==> src/rtl/present32_pkg.sv <==
// Shared definitions for the 32-bit PRESENT-style round chain: S-boxes,
// bit permutations, key rotation and the controller state encoding.
package present32_pkg;

    localparam int ROT_AMT = 3;

    typedef enum logic [1:0] {
        ST_IDLE = 2'd0,
        ST_RUN  = 2'd1,
        ST_DONE = 2'd2
    } fsm_e;

    localparam logic [3:0] SBOX [16] = '{
        4'hC, 4'h5, 4'h6, 4'hB, 4'h9, 4'h0, 4'hA, 4'hD,
        4'h3, 4'hE, 4'hF, 4'h8, 4'h4, 4'h7, 4'h1, 4'h2
    };

    localparam logic [3:0] SBOX_INV [16] = '{
        4'h5, 4'hE, 4'hF, 4'h8, 4'hC, 4'h1, 4'h2, 4'hD,
        4'hB, 4'h4, 4'h6, 4'h3, 4'h0, 4'h7, 4'h9, 4'hA
    };

    function automatic logic [31:0] sbox_layer(input logic [31:0] x);
        logic [31:0] y;
        y = '0;
        for (int i = 0; i < 8; i++) y[4*i +: 4] = SBOX[x[4*i +: 4]];
        return y;
    endfunction

    function automatic logic [31:0] inv_sbox_layer(input logic [31:0] x);
        logic [31:0] y;
        y = '0;
        for (int i = 0; i < 8; i++) y[4*i +: 4] = SBOX_INV[x[4*i +: 4]];
        return y;
    endfunction

    // Bit 31 is a fixed point; the rest move by multiplication mod 31.
    function automatic logic [31:0] perm(input logic [31:0] x);
        logic [31:0] y;
        y     = '0;
        y[31] = x[31];
        for (int i = 0; i < 31; i++) y[(8*i) % 31] = x[i];
        return y;
    endfunction

    function automatic logic [31:0] inv_perm(input logic [31:0] x);
        logic [31:0] y;
        y     = '0;
        y[31] = x[31];
        for (int j = 0; j < 31; j++) y[(4*j) % 31] = x[j];
        return y;
    endfunction

    function automatic logic [31:0] rotl32(input logic [31:0] x, input logic [4:0] amt);
        logic [63:0] d;
        d = {x, x} << amt;
        return d[63:32];
    endfunction

endpackage

==> src/rtl/present32_decrypt_inv_round.sv <==
// One combinational inverse round: undo the permutation, undo the S-box
// layer, then strip the round key.
module inv_round
    import present32_pkg::*;
(
    input  logic [31:0] state_i,
    input  logic [31:0] rkey_i,
    output logic [31:0] state_o
);

    assign state_o = inv_sbox_layer(inv_perm(state_i)) ^ rkey_i;

endmodule

==> src/rtl/present32_decrypt.sv <==
// Iterative decryptor: one inverse round per clock, valid/ready on both
// sides, result held in ptext_o until the consumer takes it.
module present32_decrypt
    import present32_pkg::*;
#(
    parameter int DATAW   = 32,
    parameter int NROUNDS = 1
) (
    input  logic             clk_i,
    input  logic             rst_ni,
    input  logic             valid_i,
    output logic             ready_o,
    input  logic [DATAW-1:0] cipher_i,
    input  logic [DATAW-1:0] key_i,
    output logic             valid_o,
    input  logic             ready_i,
    output logic [DATAW-1:0] ptext_o
);

    localparam int CNTW = $clog2(NROUNDS) + 1;
    localparam logic [CNTW-1:0] LAST_CNT = CNTW'(NROUNDS - 1);

    fsm_e             fsm_q;
    logic [DATAW-1:0] state_q;
    logic [DATAW-1:0] key_q;
    logic [DATAW-1:0] ptext_q;
    logic [CNTW-1:0]  cnt_q;
    logic             ready_q;
    logic             valid_q;

    logic [4:0]       rot_amt_d;
    logic [DATAW-1:0] rkey_d;
    logic [DATAW-1:0] round_d;

    // The counter doubles as the round index, so rounds run last-to-first.
    assign rot_amt_d = 5'((ROT_AMT * int'(cnt_q)) % 32);
    assign rkey_d    = rotl32(key_q, rot_amt_d);

    inv_round u_inv_round (
        .state_i (state_q),
        .rkey_i  (rkey_d),
        .state_o (round_d)
    );

    always_ff @(posedge clk_i or negedge rst_ni) begin
        if (!rst_ni) begin
            fsm_q   <= ST_IDLE;
            state_q <= '0;
            key_q   <= '0;
            ptext_q <= '0;
            cnt_q   <= '0;
            ready_q <= 1'b1;
            valid_q <= 1'b0;
        end else begin
            case (fsm_q)
                ST_IDLE: begin
                    if (valid_i) begin
                        state_q <= cipher_i;
                        key_q   <= key_i;
                        cnt_q   <= LAST_CNT;
                        ready_q <= 1'b0;
                        fsm_q   <= ST_RUN;
                    end
                end
                ST_RUN: begin
                    if (cnt_q == '0) begin
                        ptext_q <= round_d;
                        valid_q <= 1'b1;
                        fsm_q   <= ST_DONE;
                    end else begin
                        state_q <= round_d;
                        cnt_q   <= cnt_q - 1'b1;
                    end
                end
                ST_DONE: begin
                    // Returning to IDLE here means the next accept is a cycle later.
                    if (ready_i) begin
                        valid_q <= 1'b0;
                        ready_q <= 1'b1;
                        fsm_q   <= ST_IDLE;
                    end
                end
                default: begin
                    fsm_q   <= ST_IDLE;
                    ready_q <= 1'b1;
                    valid_q <= 1'b0;
                end
            endcase
        end
    end

    assign ready_o = ready_q;
    assign valid_o = valid_q;
    assign ptext_o = ptext_q;

endmodule

==> config.mk <==
export PLATFORM = sky130hd
export DESIGN_NAME = present32_decrypt
export DESIGN_NICKNAME = d
export VERILOG_FILES = /design/src/rtl/present32_pkg.sv /design/src/rtl/present32_decrypt_inv_round.sv /design/src/rtl/present32_decrypt.sv
export SDC_FILE = /design/constraint.sdc
export NUM_CORES = 1
export LEC_CHECK = 0
export ABC_CLOCK_PERIOD_IN_PS = 1600
export CAP_MARGIN = 0
export CORE_MARGIN = 8
export CORE_UTILIZATION = 30
export DETAILED_ROUTE_END_ITERATION = 7
export GPL_ROUTABILITY_DRIVEN = 0
export PLACE_DENSITY = 0.59
export SYNTH_ARGS = -nofsm -noshare
export SYNTH_HDL_FRONTEND = slang
export SYNTH_SLANG_ARGS = --single-unit
==> constraint.sdc <==
create_clock -name clk_i -period 1.6 [get_ports clk_i]
set_input_delay 0.4 -clock clk_i [delete_from_list [all_inputs] [get_ports clk_i]]
set_output_delay 0.4 -clock clk_i [all_outputs]
set_load 0.02 [all_outputs]
==> results.md <==
## Floorplanning
• **die footprint** 23,000 µm²
• **floorplan core area** 18,000 µm²
• **initial cell density of the core** 30.6%
• **Core Rows** 49
• **die width** 152 µm
• **Die Ht** 152 µm
• **IO Pins** 102

## Run status
• **result of the run** complete, but fails checks
• **violations in the final reports** setup timing

## Drt
• **number of iterations in the first detailed-routing pass** 4
• **detailed-route DRC error count** 0
• **violation count after the first detailed-routing iteration** 128
• **detail-routed net length per standard cell** 15.1 µm
• **Routed Antenna Nets** 0
• **vias per cell** 4.57
• **drt total wl** 13.3 mm
• **total number of vias** 4,012

## Place
• **number of port buffers** 101
• **cell count after placement** 848
• **half-perimeter wire length after placement** 9.61 mm

## Critical path
• **cell with the largest stage delay on the worst path** sky130_fd_sc_hd__mux4_2
• **r2r endpoint** ptext_o[23]$_DFFE_PN0P_
• **startpoint kind of the worst setup timing path** flip-flop
• **Register-to-Register Setup Slack** -0.07 ns
• **Crit Path Class** reg2reg
• **endpoint kind of the worst setup timing path** flip-flop
• **worst stage delay on the critical path** 0.48 ns
• **Buf/Inv on CP** 1
• **top fanout value on the critical path** 5
• **CP Cell Sequence** inv_2 > ha_4 > mux4_2 > or3_1 > nand3_1
• **Arrival @ worst endpoint** 1.95 ns
• **startpoint of the lowest-slack register-to-register path** state_q[13]$_DFFE_PN0P_
• **depth of the most critical reg-to-reg path** 5
• **worst endpoint required time** 1.89 ns
• **kind of cell adding the most delay to the critical path** multiplexers

## STA
• **worst slew pin tran** 0.343 ns
• **RSZ-0062 raised after global routing** yes
• **smallest hold slack** 0.478 ns
• **post-route setup slack** -0.0671 ns
• **Worst Clk Skew** 0.00966 ns
• **highest clock frequency the design can meet** 600 MHz
• **final number of setup-violating endpoints** 3
• **min Tclk post-route** 1.67 ns
• **hold violation total from the final report** 0
• **Tcrit/Tclk final** 104%
• **final-layout setup total negative slack** -0.124 ns
• **count of pins over their slew limit** 0
• **worst-case headroom to the max-slew limit** 77.1%

## Finish
• **net count of the finished layout** 761
• **ratio of cells with drive above 1 in the final layout** 29.6%
• **area added between synthesis and finish** 40.6%
• **Post-Route Utilization** 43.1%
• **post-route insts no fill** 878
• **ant diodes** 0

## Worst hold path
• **source of the worst hold timing path** ptext_o[26]$_DFFE_PN0P_
• **worst hold path endpoint** ptext_o[26]$_DFFE_PN0P_
• **hold path depth** 2
• **worst min path class** reg2reg

## Power
• **worst voltage drop across the vdd grid** 0.000809 V
• **Overall Power** 16,800 µW
• **pwr dens** 2170 nW/µm²
• **leakage power summed over all cells** 0.00350 µW

## Logic synthesis
• **Synth Register Bits** 100
• **number of instances in the synthesized netlist** 493
• **top-area cell type share of the netlist area** 44.9%
• **share of the yosys chip area belonging to registers** 45.3%
• **Post-Synthesis Cell Area** 5520 µm²
• **number of distinct library cell variants in the gate-level netlist after synthesis** 40
• **syn nets** 609
• **Area contributors post-synth** sky130_fd_sc_hd__dfrtp_1, sky130_fd_sc_hd__ha_1, sky130_fd_sc_hd__mux2_2
• **top cell type by total area after synthesis** sky130_fd_sc_hd__dfrtp_1
• **mean cell area of the mapped netlist** 11.2 µm²
• **number of warning messages in the yosys log** 0

## GRT
• **grt total ovfl** 0
• **number of global-route vias before repair** 4,193
• **first-pass GRT wire length** 21.3 mm
• **number of antenna violations at the first check in global routing** 0
• **largest net degree at the start of global routing** 41
• **GRT Overall Usage** 11.8%

## Flow run
• **max-cap violations** 0

## Clock network
• **insertion delay to the later sink of the worst-skew pair** 0.35 ns
• **number of H-tree levels** 3
• **Reg clk slew, reported paths** 0.07 ns
• **number of buffers created by CTS** 9
• **Bufs on Longest Clock Path** 2
• **cell chosen for the clock root** sky130_fd_sc_hd__clkbuf_16
• **clock tree from TritonCTS** done
• **CTS Sinks** 100

-- cell type report --
type | count | area [µm²]
Fill cell | 1743 | 10300
Multi-Input combinational cell | 322 | 2910
Sequential cell | 100 | 2500
Timing Repair Buffer | 169 | 1570
Tap cell | 229 | 287
Clock buffer | 10 | 239
Inverter | 43 | 161
Clock inverter | 5 | 100
-- placed cells by master (no fill, tap or decap), types with 2 or more instances in the layout --
| master | n |
|---|---|
| sky130_fd_sc_hd__dfrtp_1 | 98 |
| sky130_fd_sc_hd__clkdlybuf4s50_1 | 65 |
| sky130_fd_sc_hd__nand2_1 | 63 |
| sky130_fd_sc_hd__buf_4 | 59 |
| sky130_fd_sc_hd__mux2_2 | 42 |
| sky130_fd_sc_hd__ha_1 | 36 |
| sky130_fd_sc_hd__dlygate4sd2_1 | 34 |
| sky130_fd_sc_hd__o21ai_0 | 33 |
| sky130_fd_sc_hd__inv_1 | 22 |
| sky130_fd_sc_hd__inv_2 | 21 |
| sky130_fd_sc_hd__mux4_2 | 16 |
| sky130_fd_sc_hd__xnor2_1 | 16 |
| sky130_fd_sc_hd__o21ai_1 | 14 |
| sky130_fd_sc_hd__mux2i_1 | 10 |
| sky130_fd_sc_hd__nor2_1 | 9 |
| sky130_fd_sc_hd__xor2_1 | 9 |
| sky130_fd_sc_hd__ha_4 | 9 |
| sky130_fd_sc_hd__clkbuf_16 | 9 |
| sky130_fd_sc_hd__o211ai_1 | 7 |
| sky130_fd_sc_hd__a211o_1 | 6 |
| sky130_fd_sc_hd__a21oi_1 | 6 |
| sky130_fd_sc_hd__xnor2_2 | 5 |
| sky130_fd_sc_hd__nand3_1 | 5 |
| sky130_fd_sc_hd__and3_1 | 4 |
| sky130_fd_sc_hd__buf_12 | 4 |
| sky130_fd_sc_hd__buf_6 | 4 |
| sky130_fd_sc_hd__o31ai_2 | 3 |
| sky130_fd_sc_hd__or3_1 | 3 |
| sky130_fd_sc_hd__nand2b_1 | 3 |
| sky130_fd_sc_hd__ha_2 | 3 |
| sky130_fd_sc_hd__bufinv_16 | 3 |
| sky130_fd_sc_hd__nor2b_1 | 2 |
| sky130_fd_sc_hd__clkinv_2 | 2 |
-- per-stage QoR --
| stage | setup WS (ns) | area (µm²) |
|---|---|---|
| after floorplan | -0.0211 | 5630 |
| after global placement | -0.410 | 7230 |
| after detailed placement | -0.414 | 7230 |
| after CTS | -0.0717 | 7600 |
| after global routing | -0.122 | 7770 |
| final | -0.0671 | 7770 |
-- power breakdown --
group	total, µW	internal (µW)	switching [µW]
registers	4910	3810	1110
logic	9400	5140	4270
clock network	2530	1560	970
-- worst min-delay path: cells and delay by family, from the launching register on --
family / cells / cell delay (ns)
DFF: 1 / 0.34
and+or+nand+nor: 1 / 0.06
AOI/OAI and AO/OA: 1 / 0.05
-- logic make-up after synthesis --
| logic type | after synthesis | share of synthesized area [%] |
|---|---|---|
| flip-flops | 100 | 45.3 |
| adder cells (fa/ha/maj) | 48 | 10.9 |
| XOR/XNOR | 30 | 4.76 |
| AO/OA/AOI/OAI | 78 | 8.47 |
| multiplexers | 68 | 17.1 |
| AND/OR/NAND/NOR | 98 | 7.79 |
| buffers and inverters | 71 | 5.66 |
-- how the worst max path moves through the flow --
stage / startpoint / to / slack [ns] / depth (start not counted)
finish: state_q[13]$_DFFE_PN0P_ / ptext_o[23]$_DFFE_PN0P_ / -0.07 / 5
floorplan: state_q[5]$_DFFE_PN0P_ / ptext_o[23]$_DFFE_PN0P_ / -0.02 / 5
detailed placement: valid_i / state_q[18]$_DFFE_PN0P_ / -0.41 / 4
CTS: state_q[13]$_DFFE_PN0P_ / ptext_o[23]$_DFFE_PN0P_ / -0.07 / 5
global route: state_q[12]$_DFFE_PN0P_ / ptext_o[19]$_DFFE_PN0P_ / -0.12 / 5
global placement: valid_i / state_q[19]$_DFFE_PN0P_ / -0.41 / 4
-- sequential cells by signal, summed over array words and instances (netlist names) --
register	cells
key_q	32
ptext_o	32
state_q	32
fsm_q	2
ready_o	1
valid_o	1
-- repair_timing --
action | 4_1_cts | 5_1_grt
pin swaps | 3 | 12
gates cloned | 1 | 0
setup buffers | 4 | 12
gates resized for setup | 53 | 36
setup endpoints to repair | 93 | 33
endpoints found under the hold margin | 19 | 0
hold buffers | 1 | 0
-- synth_stat cells --
| library cell | instances |
|---|---|
| sky130_fd_sc_hd__buf_2 | 18 |
| sky130_fd_sc_hd__nor2b_1 | 2 |
| sky130_fd_sc_hd__dfstp_2 | 1 |
| sky130_fd_sc_hd__nand3b_1 | 1 |
| sky130_fd_sc_hd__clkbuf_1 | 4 |
| sky130_fd_sc_hd__a211o_1 | 6 |
| sky130_fd_sc_hd__clkbuf_2 | 1 |
| sky130_fd_sc_hd__o21ai_0 | 47 |
| sky130_fd_sc_hd__nor3b_2 | 1 |
| sky130_fd_sc_hd__o31ai_1 | 5 |
| sky130_fd_sc_hd__o32ai_1 | 1 |
| sky130_fd_sc_hd__and3_1 | 5 |
| sky130_fd_sc_hd__nand2_1 | 64 |
| sky130_fd_sc_hd__nand3_1 | 5 |
| sky130_fd_sc_hd__mux2_2 | 42 |
| sky130_fd_sc_hd__inv_1 | 43 |
| sky130_fd_sc_hd__nand2b_1 | 4 |
| sky130_fd_sc_hd__dfrtp_1 | 99 |
| sky130_fd_sc_hd__o22a_1 | 1 |
| sky130_fd_sc_hd__a211oi_1 | 1 |
| sky130_fd_sc_hd__ha_1 | 48 |
| sky130_fd_sc_hd__mux4_1 | 3 |
| sky130_fd_sc_hd__mux4_2 | 13 |
| sky130_fd_sc_hd__buf_6 | 3 |
| sky130_fd_sc_hd__a21oi_1 | 6 |
| sky130_fd_sc_hd__o21a_1 | 1 |
| sky130_fd_sc_hd__nor3_1 | 1 |
| sky130_fd_sc_hd__a221oi_1 | 1 |
| sky130_fd_sc_hd__or3_1 | 3 |
| sky130_fd_sc_hd__o211ai_1 | 7 |
| sky130_fd_sc_hd__nor4_1 | 1 |
| sky130_fd_sc_hd__or2_0 | 1 |
| sky130_fd_sc_hd__a32oi_1 | 1 |
| sky130_fd_sc_hd__buf_1 | 2 |
| sky130_fd_sc_hd__or2_1 | 1 |
| sky130_fd_sc_hd__mux2i_1 | 10 |
| sky130_fd_sc_hd__nor2_1 | 9 |
| sky130_fd_sc_hd__a311o_1 | 1 |
| sky130_fd_sc_hd__xnor2_1 | 21 |
| sky130_fd_sc_hd__xor2_1 | 9 |
-- routing by layer --
layer  GRT usage [%]  share of wire [%]  wire length (µm)  vias up
met5               0                  0                 0        -
met4            4.31                1.4               187        0
met3            3.12                5.4               721       13
met2            19.8                 49              6530       72
met1            14.3                 44              5820     1961
li1                -                  -                 -     1966
Note: power is estimated with default switching activity, not from simulation.
